### config.mk
export PLATFORM = sky130hd
export DESIGN_NAME = pipelined_register_file
export DESIGN_NICKNAME = d
export VERILOG_FILES = /design/src/rtl/pipelined_register_file_pkg.sv /design/src/rtl/pipelined_register_file_scoreboard.sv /design/src/rtl/pipelined_register_file.sv
export SDC_FILE = /design/constraint.sdc
export NUM_CORES = 2
export LEC_CHECK = 0
export CAP_MARGIN = 40
export CORE_AREA = 2 2 340 342
export CTS_CLUSTER_SIZE = 40
export DETAILED_ROUTE_END_ITERATION = 7
export DIE_AREA = 0 0 342 344
export PLACE_DENSITY = 0.66
export REMOVE_ABC_BUFFERS = 1
export SLEW_MARGIN = 40
export SYNTH_ARGS = -nofsm -noshare
export SYNTH_HDL_FRONTEND = slang
export SYNTH_SLANG_ARGS = --single-unit
### constraint.sdc
create_clock -name clk -period 5.5 [get_ports clk]
set_input_delay 0.55 -clock clk [delete_from_list [all_inputs] [get_ports clk]]
set_output_delay 0.55 -clock clk [all_outputs]
set_load 0.02 [all_outputs]
### src/rtl/pipelined_register_file_pkg.sv
// Shared sizing constants for the pipelined core's register file, its
// scoreboard and the bench that exercises them.
package pipelined_register_file_pkg;

    localparam int DATA_WIDTH_32       = 32;
    localparam int REGISTER_NUM        = 32;
    localparam int REGISTER_ADDR_WIDTH = $clog2(REGISTER_NUM);
    localparam int REGISTER_READ_PORTS = 2;

endpackage

### src/rtl/pipelined_register_file_scoreboard.sv
// register_scoreboard: one busy bit per architectural register.
// Issue reserves a destination, writeback releases it.
// Read ports look up the bits, and issue gets a WAW conflict flag.
module register_scoreboard
    import pipelined_register_file_pkg::*;
#(
    parameter int REG_NUM    = REGISTER_NUM,
    parameter int ADDR_WIDTH = REGISTER_ADDR_WIDTH,
    parameter int READ_PORTS = REGISTER_READ_PORTS
) (
    input  logic                             clk,
    input  logic                             reset,
    input  logic                             writeEnable,
    input  logic [ADDR_WIDTH-1:0]            desRegister,
    input  logic                             reserveEnable,
    input  logic [ADDR_WIDTH-1:0]            reserveRegister,
    input  logic [READ_PORTS*ADDR_WIDTH-1:0] srcRegister,
    output logic [READ_PORTS-1:0]            portBusy,
    output logic                             reserveConflict
);

    localparam logic [ADDR_WIDTH:0] REG_LIMIT = (ADDR_WIDTH + 1)'(REG_NUM);

    logic [REG_NUM-1:0] busy;
    logic               desValid;
    logic               reserveValid;

    assign desValid     = (desRegister != '0) && ({1'b0, desRegister} < REG_LIMIT);
    assign reserveValid = (reserveRegister != '0) && ({1'b0, reserveRegister} < REG_LIMIT);

    // Release on writeback, then reserve, so a same-edge reserve (newer producer) wins
    always_ff @(posedge clk) begin
        if (reset) begin
            busy <= '0;
        end else begin
            if (writeEnable && desValid) begin
                busy[desRegister] <= 1'b0;
            end
            if (reserveEnable && reserveValid) begin
                busy[reserveRegister] <= 1'b1;
            end
        end
    end

    assign reserveConflict = !reset && reserveEnable && reserveValid && busy[reserveRegister]
                             && !(writeEnable && (desRegister == reserveRegister));

    // Per-port lookup: register 0 and out-of-range indices never report busy
    for (genvar p = 0; p < READ_PORTS; p++) begin : g_lookup
        logic [ADDR_WIDTH-1:0] src;
        assign src         = srcRegister[p*ADDR_WIDTH +: ADDR_WIDTH];
        assign portBusy[p] = !reset && (src != '0) && ({1'b0, src} < REG_LIMIT) && busy[src];
    end

endmodule

### src/rtl/pipelined_register_file.sv
// pipelined_register_file: N combinational read ports, one synchronous
// write port, an optional same-cycle write-to-read bypass and a scoreboard
// of pending writebacks used for RAW/WAW hazard detection at issue.
module pipelined_register_file
    import pipelined_register_file_pkg::*;
#(
    parameter int DATA_WIDTH = DATA_WIDTH_32,
    parameter int REG_NUM    = REGISTER_NUM,
    parameter int ADDR_WIDTH = $clog2(REG_NUM),
    parameter int READ_PORTS = REGISTER_READ_PORTS,
    parameter int BYPASS     = 1
) (
    input  logic                             clk,
    input  logic                             reset,
    input  logic [READ_PORTS*ADDR_WIDTH-1:0] srcRegister,
    output logic [READ_PORTS*DATA_WIDTH-1:0] readData,
    output logic [READ_PORTS-1:0]            readBusy,
    input  logic                             writeEnable,
    input  logic [ADDR_WIDTH-1:0]            desRegister,
    input  logic [DATA_WIDTH-1:0]            writeData,
    input  logic                             reserveEnable,
    input  logic [ADDR_WIDTH-1:0]            reserveRegister,
    output logic                             reserveConflict
);

    localparam logic [ADDR_WIDTH:0] REG_LIMIT = (ADDR_WIDTH + 1)'(REG_NUM);

    logic [DATA_WIDTH-1:0] regArray [REG_NUM];
    logic                  desValid;
    logic [READ_PORTS-1:0] portBusy;

    assign desValid = (desRegister != '0) && ({1'b0, desRegister} < REG_LIMIT);

    // Data array: cleared on reset; entry 0 is never written so it stays zero
    always_ff @(posedge clk) begin
        if (reset) begin
            for (int i = 0; i < REG_NUM; i++) begin
                regArray[i] <= '0;
            end
        end else if (writeEnable && desValid) begin
            regArray[desRegister] <= writeData;
        end
    end

    register_scoreboard #(
        .REG_NUM   (REG_NUM),
        .ADDR_WIDTH(ADDR_WIDTH),
        .READ_PORTS(READ_PORTS)
    ) u_scoreboard (
        .clk            (clk),
        .reset          (reset),
        .writeEnable    (writeEnable),
        .desRegister    (desRegister),
        .reserveEnable  (reserveEnable),
        .reserveRegister(reserveRegister),
        .srcRegister    (srcRegister),
        .portBusy       (portBusy),
        .reserveConflict(reserveConflict)
    );

    // Per-port read mux: zero for x0/out-of-range/reset, else bypass or array
    for (genvar p = 0; p < READ_PORTS; p++) begin : g_read
        logic [ADDR_WIDTH-1:0] src;
        logic                  srcValid;
        logic                  bypassHit;

        assign src       = srcRegister[p*ADDR_WIDTH +: ADDR_WIDTH];
        assign srcValid  = (src != '0) && ({1'b0, src} < REG_LIMIT);
        assign bypassHit = (BYPASS != 0) && writeEnable && (desRegister == src);

        assign readData[p*DATA_WIDTH +: DATA_WIDTH] =
            (reset || !srcValid) ? '0 :
            bypassHit            ? writeData :
                                   regArray[src];

        assign readBusy[p] = portBusy[p] && !bypassHit;
    end

endmodule

-- After elaboration in Yosys (flattened, before gate mapping)
Memory sizes are Yosys's and may differ from the RTL's.
Index checks and enable logic that the tools add are counted.
Widths: inputs -> output; s select.
- register bits after elaboration: 32
- RAM bits: 1024
- input bits: 56
- word-level logic and storage cells: 69
- memories: 1
- magnitude comparators: 6
- equality and inequality tests: 3
- multiplexer cells: 25
- bitwise logic cells: 3
- reduce and logical (&&, ||, !) cells: 30
- memory list (memory ; words ; bits a word ; read ports ; clocked after Yosys merged registers in ; wr ports ; RTL line ; text):
    regArray ; 32 ; 32 ; 2 ; 0 ; 32 ; pipelined_register_file.sv:28 ; logic [DATA_WIDTH-1:0] regArray [REG_NUM];
- operator list (kind ; number):
    $mux 32 ; 8
    $and 32x32->32 ; 1
    $not 32->32 ; 1
    $or 32x32->32 ; 1
    $reduce_or 32->1 ; 1
    $lt 5x6->1 const B ; 4
    $reduce_bool 5->1 ; 4
    $logic_and 1x1->1 ; 17
    $bmux 1 s5 ; 3
    $eq 5x5->1 ; 3
    $mux 1 ; 11
    $demux 1 s5 ; 2
    $ge 5x1->1 const B ; 2
    $logic_not 1->1 ; 6
    $mux 5 ; 1
    $logic_or 1x1->1 ; 2

-- Longest topological paths before layout
- word-level depth: 10
- depth in mapped cells: 9
- gate-level depth less buffers: 5

-- Hierarchy
From an unflattened synthesis, not the netlist that was laid out.
- cells, all modules: 4067
- area total of the unflattened synthesis: 57405.1 um^2
- by module, submodules not included (module ; instances ; cells each ; area each (um^2) ; sequential area each (um^2)):
    pipelined_register_file ; 1 ; 3805 ; 55111.6 ; 30749.5
    register_scoreboard ; 1 ; 262 ; 2293.4 ; 640.6

-- Worst setup path before layout
OpenSTA, ideal clock, no wires.
- path type: input to register
- start point: input port desRegister[4]
- end point: memory regArray[24][0] (netlist name) (enable)
- setup time: 0.466 ns
- data arrival time: 3.775 ns
- slack: 1.259 ns
- stages on the path: 6
- buffers on the path: 3
- cell sequence: clkbuf_1 > or3_1 > clkbuf_1 > nand4b_1 > buf_1 > o21ai_0
- RTL lines (element ; RTL line ; text):
    from (decl) ; pipelined_register_file.sv:19 ; input logic [ADDR_WIDTH-1:0] desRegister,
    to (decl) ; pipelined_register_file.sv:28 ;

-- Worst setup path after layout
- start point: input port srcRegister[8]
- end point: output port readData[57]
- longest elaborated chain between the ends: 4
- elaborated cells between the ends (all ways): 8
- classes of those cells: eq/ne: 1; mux: 2; reduce/logical: 4; memory: 1
- ends and longest elaborated chain (element ; RTL line ; text):
    from (decl) ; pipelined_register_file.sv:15 ; input logic [READ_PORTS*ADDR_WIDTH-1:0] srcRegister,
    branches (longest 3 deep; another with $mem_v2 32x32) ; n/a ;
    $mux 32 (*) ; pipelined_register_file.sv:72 ; (reset || !srcValid) ? '0 :
    to (decl) ; pipelined_register_file.sv:16 ; output logic [READ_PORTS*DATA_WIDTH-1:0] readData,
Every way passes the cells marked *.

==> reports/results.ini <==
[yosys]
netlist_instances=3821
synth_edf_count=1024
synthArstFlopShare_pct=0
ys_warn_count=0
avgSynthCellArea_um2=14.8
synth_seq_area_share_pct=55.5
ys_ff_latch=1056
netlist_area_um2=56600
synth_cell_type_count=57
synth_flop_cell=edfxtp_1

[critical_path]
cp_slowest_stage_delay_ps=730
worstSetupEndpointType=primary output
cp.depth=7
worstSetupPathType=primary input to primary output
cp_max_fo=18
critPathLaunchType=primary input
worstRegToRegCells=2
cpMostUsedCell=clkdlybuf4s50_1
cp_data_arrival_time_ps=4370
path_buf_inv=2
crit_chain=clkdlybuf4s50_1, nand2_1, or2_2, o22ai_1, or4_1, o2bb2ai_1, clkdlybuf4s50_1
cp_top_family=simple AND/OR/NAND/NOR gates
cp.required_ps=4950
crit_slowest_cell=clkdlybuf4s50_1

[power_and_ir_drop]
combPwrFrac_pct=13.0
swShare_pct=25.5
p_clk_share_pct=38.1
peakVddDrop_uv=267
cellLeakagePower_nw=21.5
powerDensity_nw_per_um2=305
pwr-share-seq_pct=48.9
intPower_w=0.0145
p_sw_w=0.00495

[grt]
antenna_found_initial=6
grt_pass1_vias=37396
grtUsageTotal_pct=32.9
grt_pass1_wl_mm=273
grt_max_degree=77
overflow=0

[placed_design]
dp.final_hpwl_mm=120
placedCellCount=5269
gp_congestion=0.920
port_buffers=122

[clock_tree]
numCtsBuffers=113
clock_sinks=1056
clock_tree.buffer_depth=3
clkLatencyLatePin_ps=720
postCtsHoldBufs=0
post-cts-setup-buffer-count=0
ctsRootBufferMaster=clkbuf_16
post_cts_resized=0
htreeDepth=3
clk_pin_slew_worst_paths_ps=60
cts_tree=yes

[floorplanning]
die_w_um=342
coreArea_um2=114000
rows=124
die_h_um=344
die_area_um2=118000
ios=123
start_util_pct=49.7

[drt]
wl_per_cell_um=35.1
finalWirelength_mm=193
vias=37237
ant_nets=0
drtIter0Drc=5641
dr.pass1.iters=6
viasPerCell=6.80
drc_errors=0

[sta]
hold_viol=0
slew_headroom_pct=36.6
drv_slew=0
setup_tns_ps=0
period_needed_ps=4920
finalClockSkew_ps=0
grt_setup_unrepaired=false
setup_viol=0
clock.fmax_ghz=0.203
fin_crit_sh_pct=89.5
worst_pin_slew_ps=946

[final_layout]
mostFrequentLayoutCell=edfxtp_1
stdcell_count=5480
drive_gt1_share_pct=24.8
mostFrequentLayoutCells=edfxtp_1, and2_1, mux4_2
n_fill_cell=8912
nNetsFinal=3931
area_growth_pct=12.7

[min_path]
hold_depth=2
worstHoldPathType=primary input to flop

[job]
drv_cap=0

[outcome]
status=completed

layout make-up:
cell class,instances,area [um^2],area share [%]
antenna,3,7.51,0.0118
clock buffer,146,3070,4.81
clock inverter,59,450,0.706
inverter,26,100,0.157
multi-input combinational,2367,23800,37.3
sequential,1056,31400,49.2
tap,1512,1890,2.97
timing repair buffer,311,3080,4.82
logic make-up after synthesis:
logic type | after synthesis | synth area share [%]
simple gates | 1400 | 14.3
flops | 1056 | 55.5
mux | 575 | 22.2
buf+inv | 429 | 3.53
compound gates | 348 | 4.22
xor+xnor | 12 | 0.186
other cells | 1 | 0.00663
stage by stage:
step	util, %	instance area [um^2]	total power [W]	hold slack, ps	setup slack [ps]
after floorplan	-	54800	0.0108	449	1090
after global placement	52.7	60000	0.0121	485	615
after detailed placement	52.8	60200	0.0121	485	802
after CTS	55.9	63700	0.0194	213	762
after global routing	56.0	63800	0.0199	235	648
final	56.0	63800	0.0194	245	576
sequential cells by signal, summed over array words and instances, names as in the netlist:
register           cells
regArray            1024
u_scoreboard.busy     32
worst paths after layout:
kind | to | slack [ps] | from
worst max-delay path | readData[57] | 580 | srcRegister[8]
worst min-delay path | u_scoreboard.busy[9] | 250 | reset
worst min register to register | u_scoreboard.busy[7] | 500 | u_scoreboard.busy[7]
worst max register to register | u_scoreboard.busy[13] | 4760 | u_scoreboard.busy[13]
per-layer routing:
layer  GRT usage [%]  vias up  routed length [um]
li1                -    14790                   -
met1            43.6    19103               68500
met2            51.2     2827               88700
met3            6.04      517               21400
met4            19.8        0               13900
met5               0        -                   0
power by group through the flow:
| stage | registers, W | logic (W) | clock network [W] |
|---|---|---|---|
| floorplan | 0.00958 | 0.00122 | 0 |
| global placement | 0.00963 | 0.00247 | 0 |
| detailed placement | 0.00966 | 0.00248 | 0 |
| CTS | 0.00949 | 0.00249 | 0.00744 |
| global route | 0.00954 | 0.00260 | 0.00775 |
| finish | 0.00950 | 0.00253 | 0.00740 |
Yosys cell counts (all sizes together) (16+ instances only):
master   count  area (um^2)
nor2b       40          250
o22ai      136          851
mux2i       23          230
and2       992         6210
a31oi       21          131
buf        139          907
nand3       30          150
inv         25         93.8
clkbuf     264          992
nor3        16         80.1
a32o        22          220
mux4       544        12300
dfxtp       32          641
o2bb2ai     25          219
nand2      158          593
a211oi      36          270
nor2        95          357
edfxtp    1024        30700
nand2b      18          113
or4         25          188
o21ai       54          270
Power figures use the tool's default switching activity.
